[config.mk]
export PLATFORM = sky130hd
export DESIGN_NAME = crcu_domain_seq_ctrl
export DESIGN_NICKNAME = d
export VERILOG_FILES = /design/src/rtl/crcu_domain_seq_ctrl.sv
export SDC_FILE = /design/constraint.sdc
export NUM_CORES = 1
export LEC_CHECK = 0
export CORE_ASPECT_RATIO = 1.4
export CORE_MARGIN = 8
export CORE_UTILIZATION = 25
export CTS_BUF_LIST = sky130_fd_sc_hd__clkbuf_16
export DETAILED_ROUTE_END_ITERATION = 10
export HOLD_SLACK_MARGIN = 0.05
export PLACE_DENSITY = 0.41
export SYNTH_ARGS = -nofsm -noshare
export SYNTH_HDL_FRONTEND = slang
export SYNTH_SLANG_ARGS = --single-unit
[constraint.sdc]
create_clock -name CRCU_CLK -period 5.51 [get_ports CRCU_CLK]
set_clock_uncertainty 0.05 [all_clocks]
set_input_delay 0.551 -clock CRCU_CLK [delete_from_list [all_inputs] [get_ports CRCU_CLK]]
set_output_delay 0.551 -clock CRCU_CLK [all_outputs]
set_load 0.01 [all_outputs]
[src/rtl/crcu_domain_seq_ctrl.sv]
`default_nettype none
// ---------------------------------------------------------------------------
// crcu_domain_seq_ctrl - walks CRCU domains in index order, stepping clock gate and reset
// with fixed settle/hold delays. Define CRCU_SEQ_ACK_EN for dom_ack wait with timeout/err. Rev 1.0
// ---------------------------------------------------------------------------
module crcu_domain_seq_ctrl #(
  parameter int N_DOM       = 8,
  parameter int CLK_SETTLE  = 4,
  parameter int RST_HOLD    = 2,
  parameter int ACK_TIMEOUT = 16
) (
  input  logic             CRCU_CLK,
  input  logic             CRCU_RST,
  input  logic             req_valid,
  output logic             req_ready,
  input  logic             req_op,
  input  logic [N_DOM-1:0] req_mask,
`ifdef CRCU_SEQ_ACK_EN
  input  logic [N_DOM-1:0] dom_ack,
  output logic [N_DOM-1:0] err,
`endif
  output logic [N_DOM-1:0] dom_clk_en,
  output logic [N_DOM-1:0] dom_rst_n,
  output logic [N_DOM-1:0] dom_on,
  output logic             busy,
  output logic             done
);

  localparam int CNT_MAX = (CLK_SETTLE > RST_HOLD)
                         ? ((CLK_SETTLE > ACK_TIMEOUT) ? CLK_SETTLE : ACK_TIMEOUT)
                         : ((RST_HOLD > ACK_TIMEOUT) ? RST_HOLD : ACK_TIMEOUT);
  localparam int CNT_W = $clog2(CNT_MAX + 1);
  localparam int IDX_W = $clog2(N_DOM + 1);
  localparam logic [CNT_W-1:0] SETTLE_LD = CNT_W'(CLK_SETTLE - 1);
  localparam logic [CNT_W-1:0] HOLD_LD   = CNT_W'(RST_HOLD - 1);
  localparam logic [IDX_W-1:0] IDX_END   = IDX_W'(N_DOM);

  typedef enum logic [2:0] {
    IDLE  = 3'd0,
    SCAN  = 3'd1,
    ACT1  = 3'd2,
    WAIT1 = 3'd3,
    ACT2  = 3'd4,
    WAIT2 = 3'd5,
    DONE  = 3'd6
  } state_t;

  state_t           state;
  logic             op;
  logic [N_DOM-1:0] mask;
  logic [IDX_W-1:0] idx;
  logic [CNT_W-1:0] cnt;
  logic [N_DOM-1:0] sel;
  logic             at_target;
`ifdef CRCU_SEQ_ACK_EN
  localparam logic [CNT_W-1:0] ACK_LD = CNT_W'(ACK_TIMEOUT - 1);
  logic             ack_wait;
`endif

  // One-hot of the current domain; all-zero once idx runs past the last domain.
  assign sel       = {{(N_DOM-1){1'b0}}, 1'b1} << idx;
  assign at_target = op ? ((dom_clk_en & dom_rst_n & sel) == sel)
                        : (((dom_clk_en | dom_rst_n) & sel) == '0);
  assign dom_on    = dom_clk_en & dom_rst_n;

  always_ff @(posedge CRCU_CLK) begin
    if (!CRCU_RST) begin
      state      <= IDLE;
      op         <= 1'b0;
      mask       <= '0;
      idx        <= '0;
      cnt        <= '0;
      dom_clk_en <= '0;
      dom_rst_n  <= '0;
      req_ready  <= 1'b0;
      busy       <= 1'b0;
      done       <= 1'b0;
`ifdef CRCU_SEQ_ACK_EN
      ack_wait   <= 1'b0;
      err        <= '0;
`endif
    end else begin
      done <= 1'b0;
      case (state)
        IDLE: begin
          req_ready <= 1'b1;
          if (req_ready && req_valid) begin
            req_ready <= 1'b0;
            busy      <= 1'b1;
            op        <= req_op;
            mask      <= req_mask;
            idx       <= '0;
            state     <= SCAN;
`ifdef CRCU_SEQ_ACK_EN
            err       <= '0;
`endif
          end
        end
        SCAN: begin
          if (idx == IDX_END)                         state <= DONE;
          else if (((mask & sel) != '0) && !at_target) state <= ACT1;
          else                                         idx   <= idx + IDX_W'(1);
        end
        // Bring-up ungates the clock first; shut-down asserts reset first.
        ACT1: begin
          if (op) begin
            dom_clk_en <= dom_clk_en | sel;
            cnt        <= SETTLE_LD;
          end else begin
            dom_rst_n  <= dom_rst_n & ~sel;
            cnt        <= HOLD_LD;
          end
          state <= WAIT1;
        end
        WAIT1: begin
          if (cnt == '0) state <= ACT2;
          else           cnt   <= cnt - CNT_W'(1);
        end
        ACT2: begin
          if (op) begin
            dom_rst_n  <= dom_rst_n | sel;
            cnt        <= HOLD_LD;
          end else begin
            dom_clk_en <= dom_clk_en & ~sel;
            cnt        <= SETTLE_LD;
          end
          state <= WAIT2;
        end
        WAIT2: begin
`ifdef CRCU_SEQ_ACK_EN
          if (ack_wait) begin
            if ((dom_ack & sel) != '0) begin
              ack_wait <= 1'b0;
              idx      <= idx + IDX_W'(1);
              state    <= SCAN;
            end else if (cnt == '0) begin
              // Domain never acknowledged: back it out and abandon the rest.
              ack_wait   <= 1'b0;
              err        <= err | sel;
              dom_rst_n  <= dom_rst_n & ~sel;
              dom_clk_en <= dom_clk_en & ~sel;
              state      <= DONE;
            end else begin
              cnt <= cnt - CNT_W'(1);
            end
          end else if (cnt != '0) begin
            cnt <= cnt - CNT_W'(1);
          end else if (!op || ((dom_ack & sel) != '0)) begin
            idx   <= idx + IDX_W'(1);
            state <= SCAN;
          end else begin
            ack_wait <= 1'b1;
            cnt      <= ACK_LD;
          end
`else
          if (cnt == '0) begin
            idx   <= idx + IDX_W'(1);
            state <= SCAN;
          end else begin
            cnt <= cnt - CNT_W'(1);
          end
`endif
        end
        DONE: begin
          done  <= 1'b1;
          busy  <= 1'b0;
          state <= IDLE;
        end
        default: state <= IDLE;
      endcase
    end
  end

endmodule
`default_nettype wire

==> results of run 1 <==
[power by group through the flow]
stage | clock network (mW) | registers, mW | logic [mW]
after CTS | 0.293 | 0.302 | 0.0502
after detailed placement | 0 | 0.309 | 0.0502
after floorplan | 0 | 0.306 | 0.0319
final | 0.278 | 0.302 | 0.0491
after global placement | 0 | 0.308 | 0.0497
after global routing | 0.304 | 0.303 | 0.0546
[layout by cell type (no fill, tap or decap), drive strengths merged, types with 2 or more instances in the layout]
| cell | netlist | layout |
|---|---|---|
| nor2 | 31 | 31 |
| mux2i | 8 | 8 |
| mux2 | 3 | 3 |
| inv | 12 | 14 |
| nor3 | 2 | 2 |
| nand2 | 21 | 21 |
| nor4 | 2 | 2 |
| and3b | 2 | 2 |
| nand3b | 4 | 4 |
| a21oi | 7 | 7 |
| o22ai | 6 | 6 |
| nand4 | 2 | 2 |
| nor4b | 4 | 4 |
| dfxtp | 40 | 40 |
| and2 | 10 | 10 |
| o221a | 17 | 17 |
| o21ai | 9 | 9 |
| and3 | 2 | 2 |
| nand3 | 7 | 7 |
| a22o | 2 | 2 |
| a222oi | 4 | 4 |
| ha | 7 | 7 |
| clkinv | 1 | 2 |
| clkbuf | 7 | 5 |
| nor2b | 13 | 13 |
| clkdlybuf4s50 | 0 | 38 |
| nor3b | 2 | 2 |
| or3b | 3 | 3 |
[worst min-delay path by stage]
stage,end,slack [ns]
after floorplan,cnt[4],0.42
after global placement,cnt[4],0.44
after detailed placement,cnt[4],0.44
after CTS,cnt[4],0.44
after global routing,cnt[4],0.47
final,cnt[4],0.44
[logic make-up (layout without fill, tap and decap cells)]
group	Yosys count	in the layout	synth area share, %
multiplexers	11	11	5.28
AND/OR/NAND/NOR	110	110	28.7
flip-flops	40	40	37.1
AO/OA/AOI/OAI	52	52	20.1
buffers and inverters	24	60	4.70
adder cells (fa/ha/maj)	7	7	4.06
[cell usage after synthesis]
master,instances
buf_6,1
o22ai_1,5
clkinv_1,1
ha_1,7
or2b_4,1
a21o_1,1
o221a_2,17
a31oi_1,1
nor2_1,31
or2_2,1
nand3b_1,4
dfxtp_1,40
o41ai_1,1
or4_1,1
and3b_1,2
nand2b_1,1
nor4b_1,2
a221o_1,1
a22o_1,2
nor3_1,2
mux2i_1,8
o21ai_0,8
nor4b_2,1
a222oi_1,4
nor4b_4,1
nand4_1,2
nand3_1,7
buf_2,3
o22ai_2,1
o221ai_1,1
nand4b_1,1
nand2_1,21
o21ai_2,1
a21oi_1,7
clkbuf_1,7
nor4_2,2
nor2b_1,13
a221oi_1,1
mux2_2,3
or3b_1,3
and3_1,2
and2_1,10
inv_1,12
nor3b_1,2
o21a_1,1
[routing by layer]
layer  wire, µm  vias up  track usage, %
li1           -      964               -
met1       2880      876            12.7
met2       2910       42            17.5
met3        276        4            2.68
met4         82        0            5.44
met5          0        -               0
[cell type report]
type | count | area [µm²] | share of cell area, %
clock buffer | 5 | 125 | 4.53
clock inverter | 3 | 11.3 | 0.408
inverter | 13 | 48.8 | 1.77
multi-input combinational | 180 | 1250 | 45.5
sequential | 40 | 801 | 29.0
tap | 105 | 131 | 4.76
timing repair buffer | 39 | 388 | 14.1
[through the flow]
step	setup WS [ns]	power (mW)	utilization, %	instances	hold slack, ns
after floorplan	3.21	0.338	-	244	0.422
after CTS	2.85	0.645	32.4	385	0.444
after detailed placement	2.86	0.359	30.8	377	0.436
after global placement	2.89	0.358	30.8	377	0.436
final	2.90	0.629	32.4	385	0.444
after global routing	2.71	0.662	32.4	385	0.473
==> flow_summary.toml, run 1 <==
[pwr]
intPower_uw = 484
ir_drop_mv = 0.108
power_density_nw_per_um2 = 228
switching_share_pct = 23.1
sequentialPowerShare_pct = 48.0
power_frac_comb_pct = 7.8
switchingPower_uw = 145
leakage_nw = 0.995
power_frac_clock_pct = 44.2

[timing]
hold_viol_final = 0
setup_viol = 0
period_share_pct = 47.3
fin_crit_ns = 2.61
rsz0062_at_grt = "no"
maxSlewHeadroom_pct = 56.9
tightest_slew_ns = 0.645
maxSlewViolCount = 0
max_freq_mhz = 384
final.setup.tns_ns = 0

[drt]
viasPerCell = 4.90
vias = 1886
drc = 0
drtIter0Drc = 99
drt_pass1_iterations = 4
routed_wl_um = 6140
ant_nets = 0
wl_per_cell_um = 16.0

[grt]
grt_max_degree = 40
grt_usage_pct = 10.8
overflow = 0
grt_antenna_before_repair = 0
grt_first_pass_wirelength_um = 10100
grt_pass1_vias = 1895

[yosys]
synth_nets = 263
synth_seq_cells = 40
netlist_area_um2 = 2160
yosysSeqAreaShare_pct = 37.1
yosys_warnings = 0
synthTopCellsByArea = "dfxtp_1 (37%), o221a_2 (8.9%), nor2_1 (5.4%)"
netlist-cell-type-count = 45
yosys.area.top_type_share_pct = 37.1
syn_area_per_cell_um2 = 8.84
yosys.area.top_type = "dfxtp_1"
syn_inst = 244

[worst_setup_path]
critPathRequiredTime_ns = 5.64
crit_chain = "inv_1 -> ha_1 -> a222oi_1 -> nand2_1 -> a222oi_1 -> nor4b_1 -> o21a_1 -> a221o_1"
worstPathArrival_ns = 2.73
crit_family = "compound AO/OA/AOI/OAI gates"
timing.rr.end = "idx[3]"
critPathKind = "flop to flop"
cp.buffers_inverters = 1
startpoint_type = "flop"
crit_slowest_cell = "a222oi_1"
slowest_delay_ns = 0.45
cp_max_fo = 8
r2r_cells = 8
critPathCapture = "idx[3]"
path_depth = 8
crit_top_cell = "a222oi_1"
cp-startpoint = "idx[0]"
crit_path_end_kind = "flop"
reg2reg_setup_slack_ns = 2.90
reg2reg_from = "idx[0]"

[clock_tree]
cts_resized = 0
postCtsHoldBufs = 0
clock_latency_ns = 0.29
cts-buffers-inserted = 5
cts_max_level = 2
clock_path_buffers = 2
post_cts_buffers = 0
clock-sinks = 40
cts_tree = "done"
clock-root-buffer = "clkbuf_16"
clk_pin_slew_ns = 0.06

[floorplanning]
die-area_um2 = 11900
start_util_pct = 25.4
rows = 40
core_area_um2 = 8510
io_pins = 39
fp.dieH_um = 126
die_w_um = 94.5

[min_path]
holdPathStages = 1
hp-start = "cnt[4]"
hold_class = "flop to flop"

[finish]
nFillCells = 921
final_net_count = 298
drive_above_1_share_pct = 12.1
antenna_cells = 0
syn2layout_area_growth_pct = 28.0
final_area_um2 = 2760

[placed_design]
portBuffers = 38
gp_congestion = 0.753
dpl_cell_area_um2 = 2620
post-dp-hpwl_um = 4500

[run_status]
outcome = "completed"

[run]
maxCapViolations = 0
Note: power is estimated with default switching activity, not from simulation.
==> inputs of run 2 (changes only) <==
==> constraint.sdc (replaced) <==
create_clock -name CRCU_CLK -period 2.5 [get_ports CRCU_CLK]
set_clock_uncertainty 0.05 [all_clocks]
set_input_delay 0.25 -clock CRCU_CLK [delete_from_list [all_inputs] [get_ports CRCU_CLK]]
set_output_delay 0.25 -clock CRCU_CLK [all_outputs]
set_load 0.01 [all_outputs]
==> flow_summary.toml, run 2 (synthesized netlist as in run 1, its figures left out) <==
[run_status]
outcome = "completed"

[grt]
overflow = 0
grt_pass1_vias = 1994
grt_max_degree = 22
grt_usage_pct = 10.8
grt_antenna_before_repair = 0
grt_first_pass_wirelength_um = 10100

[floorplanning]
die-area_um2 = 11900
rows = 40
die_w_um = 94.5
io_pins = 39
core_area_um2 = 8510
fp.dieH_um = 126
start_util_pct = 25.4

[pwr]
ir_drop_mv = 0.355
leakage_nw = 1.08
power_density_nw_per_um2 = 508
power_mw = 1.50

[worst_setup_path]
timing.rr.end = "idx[3]"
reg2reg_setup_slack_ns = 0.08
r2r_cells = 8
critPathKind = "flop to flop"
reg2reg_from = "idx[0]"
crit_path_end_kind = "flop"
critPathRequiredTime_ns = 2.62
worstPathArrival_ns = 2.54
cp_max_fo = 5
startpoint_type = "flop"

[drt]
viasPerCell = 4.86
met3_wirelength_um = 283
drtIter0Drc = 117
drt_pass1_iterations = 6
routed_wl_um = 6150
top_layer_used = "met4"
wl_met2_um = 2950
vias = 1945
wl_per_cell_um = 15.4
drc = 0
wl_met1_um = 2770
ant_nets = 0

[finish]
syn2layout_area_growth_pct = 37.5
final_net_count = 313
antenna_cells = 0
layout_common_cells = "clkdlybuf4s50_1 (38), dfxtp_1 (37), nor2_1 (31)"
final_util_pct = 34.9
drive_above_1_share_pct = 20.3
final_common_cell = "clkdlybuf4s50_1"

[timing]
period_share_pct = 96.7
hold_viol_final = 0
maxSlewHeadroom_pct = 59.2
max_freq_mhz = 414
rsz0062_at_grt = "no"
final.setup.tns_ns = 0
maxSlewViolCount = 0
setup_viol = 0
tightest_slew_ns = 0.612
fin_crit_ns = 2.42

[run]
maxCapViolations = 0

[min_path]
min_to = "cnt[4]"
hp-start = "cnt[4]"
hold_class = "flop to flop"
holdPathStages = 1

[placed_design]
portBuffers = 38
gp_congestion = 0.770
post-dp-hpwl_um = 4640

[clock_tree]
clock-sinks = 40
clock_path_buffers = 2
cts_max_level = 2
clock_latency_ns = 0.28
clk_pin_slew_ns = 0.06
clock-root-buffer = "clkbuf_16"
cts_tree = "done"
cts-buffers-inserted = 5
## run 2: changes by cell type in the layout (fill, tap and decap cells not counted), sizes merged
cell,before,now
clkinv,2,3
bufinv,0,1
buf,1,16
inv,14,12
## run 2: timing repair
| action | 4_1_cts | 5_1_grt |
|---|---|---|
| setup buffers | 0 | 2 |
| hold endpoints to repair | 0 | 0 |
| pin swaps | 1 | 3 |
| endpoints found under the setup margin | 4 | 4 |
| resized for setup | 4 | 13 |
| hold buffers | 0 | 0 |
## run 2: area by class of cell
type                            instances  area [µm²]
Clock buffer                            5         125
Clock inverter                          3        37.5
Fill cell                             900        5540
Inverter                               13        51.3
Multi-Input combinational cell        180        1310
Sequential cell                        40         810
Tap cell                              105         131
Timing Repair Buffer                   54         500
## run 2: metal layers
metal | global-route usage [%] | up-vias
met5 | 0 | -
met4 | 5.35 | 0
met3 | 2.26 | 7
met2 | 17.7 | 43
met1 | 12.8 | 906
li1 | - | 989
## run 2: how the worst max path moves through the flow
| stage | from | endpoint | depth (start not counted) |
|---|---|---|---|
| after global placement | idx[0] | idx[3] | 8 |
| after floorplan | idx[0] | idx[3] | 8 |
| final | idx[0] | idx[3] | 8 |
| after CTS | idx[0] | idx[3] | 8 |
| after detailed placement | idx[0] | idx[0] | 9 |
| after global routing | idx[0] | idx[3] | 8 |
## run 2: report_power, final
part / internal [mW] / switching (mW)
clock: 0.464 / 0.255
sequential: 0.649 / 0.0158
combinational: 0.0639 / 0.0572
## run 2: worst max-delay path, stage by stage, from the launching register on
cell	delay (ns)
dfxtp_4	0.38
inv_4	0.05
ha_4	0.17
and3b_1	0.18
a222oi_1	0.42
nor4b_4	0.38
nor4b_2	0.11
o21a_1	0.22
a221o_1	0.34
## run 2: per-stage QoR
stage	instance area [µm²]	std cells	hold WS, ns	setup WS [ns]
after global placement	2720	390	0.435	-0.0195
after floorplan	2160	244	0.361	0.196
final	2970	400	0.443	0.0836
after detailed placement	2720	390	0.436	-0.0623
after CTS	2890	398	0.444	0.0239
after global routing	2970	400	0.461	0.000867
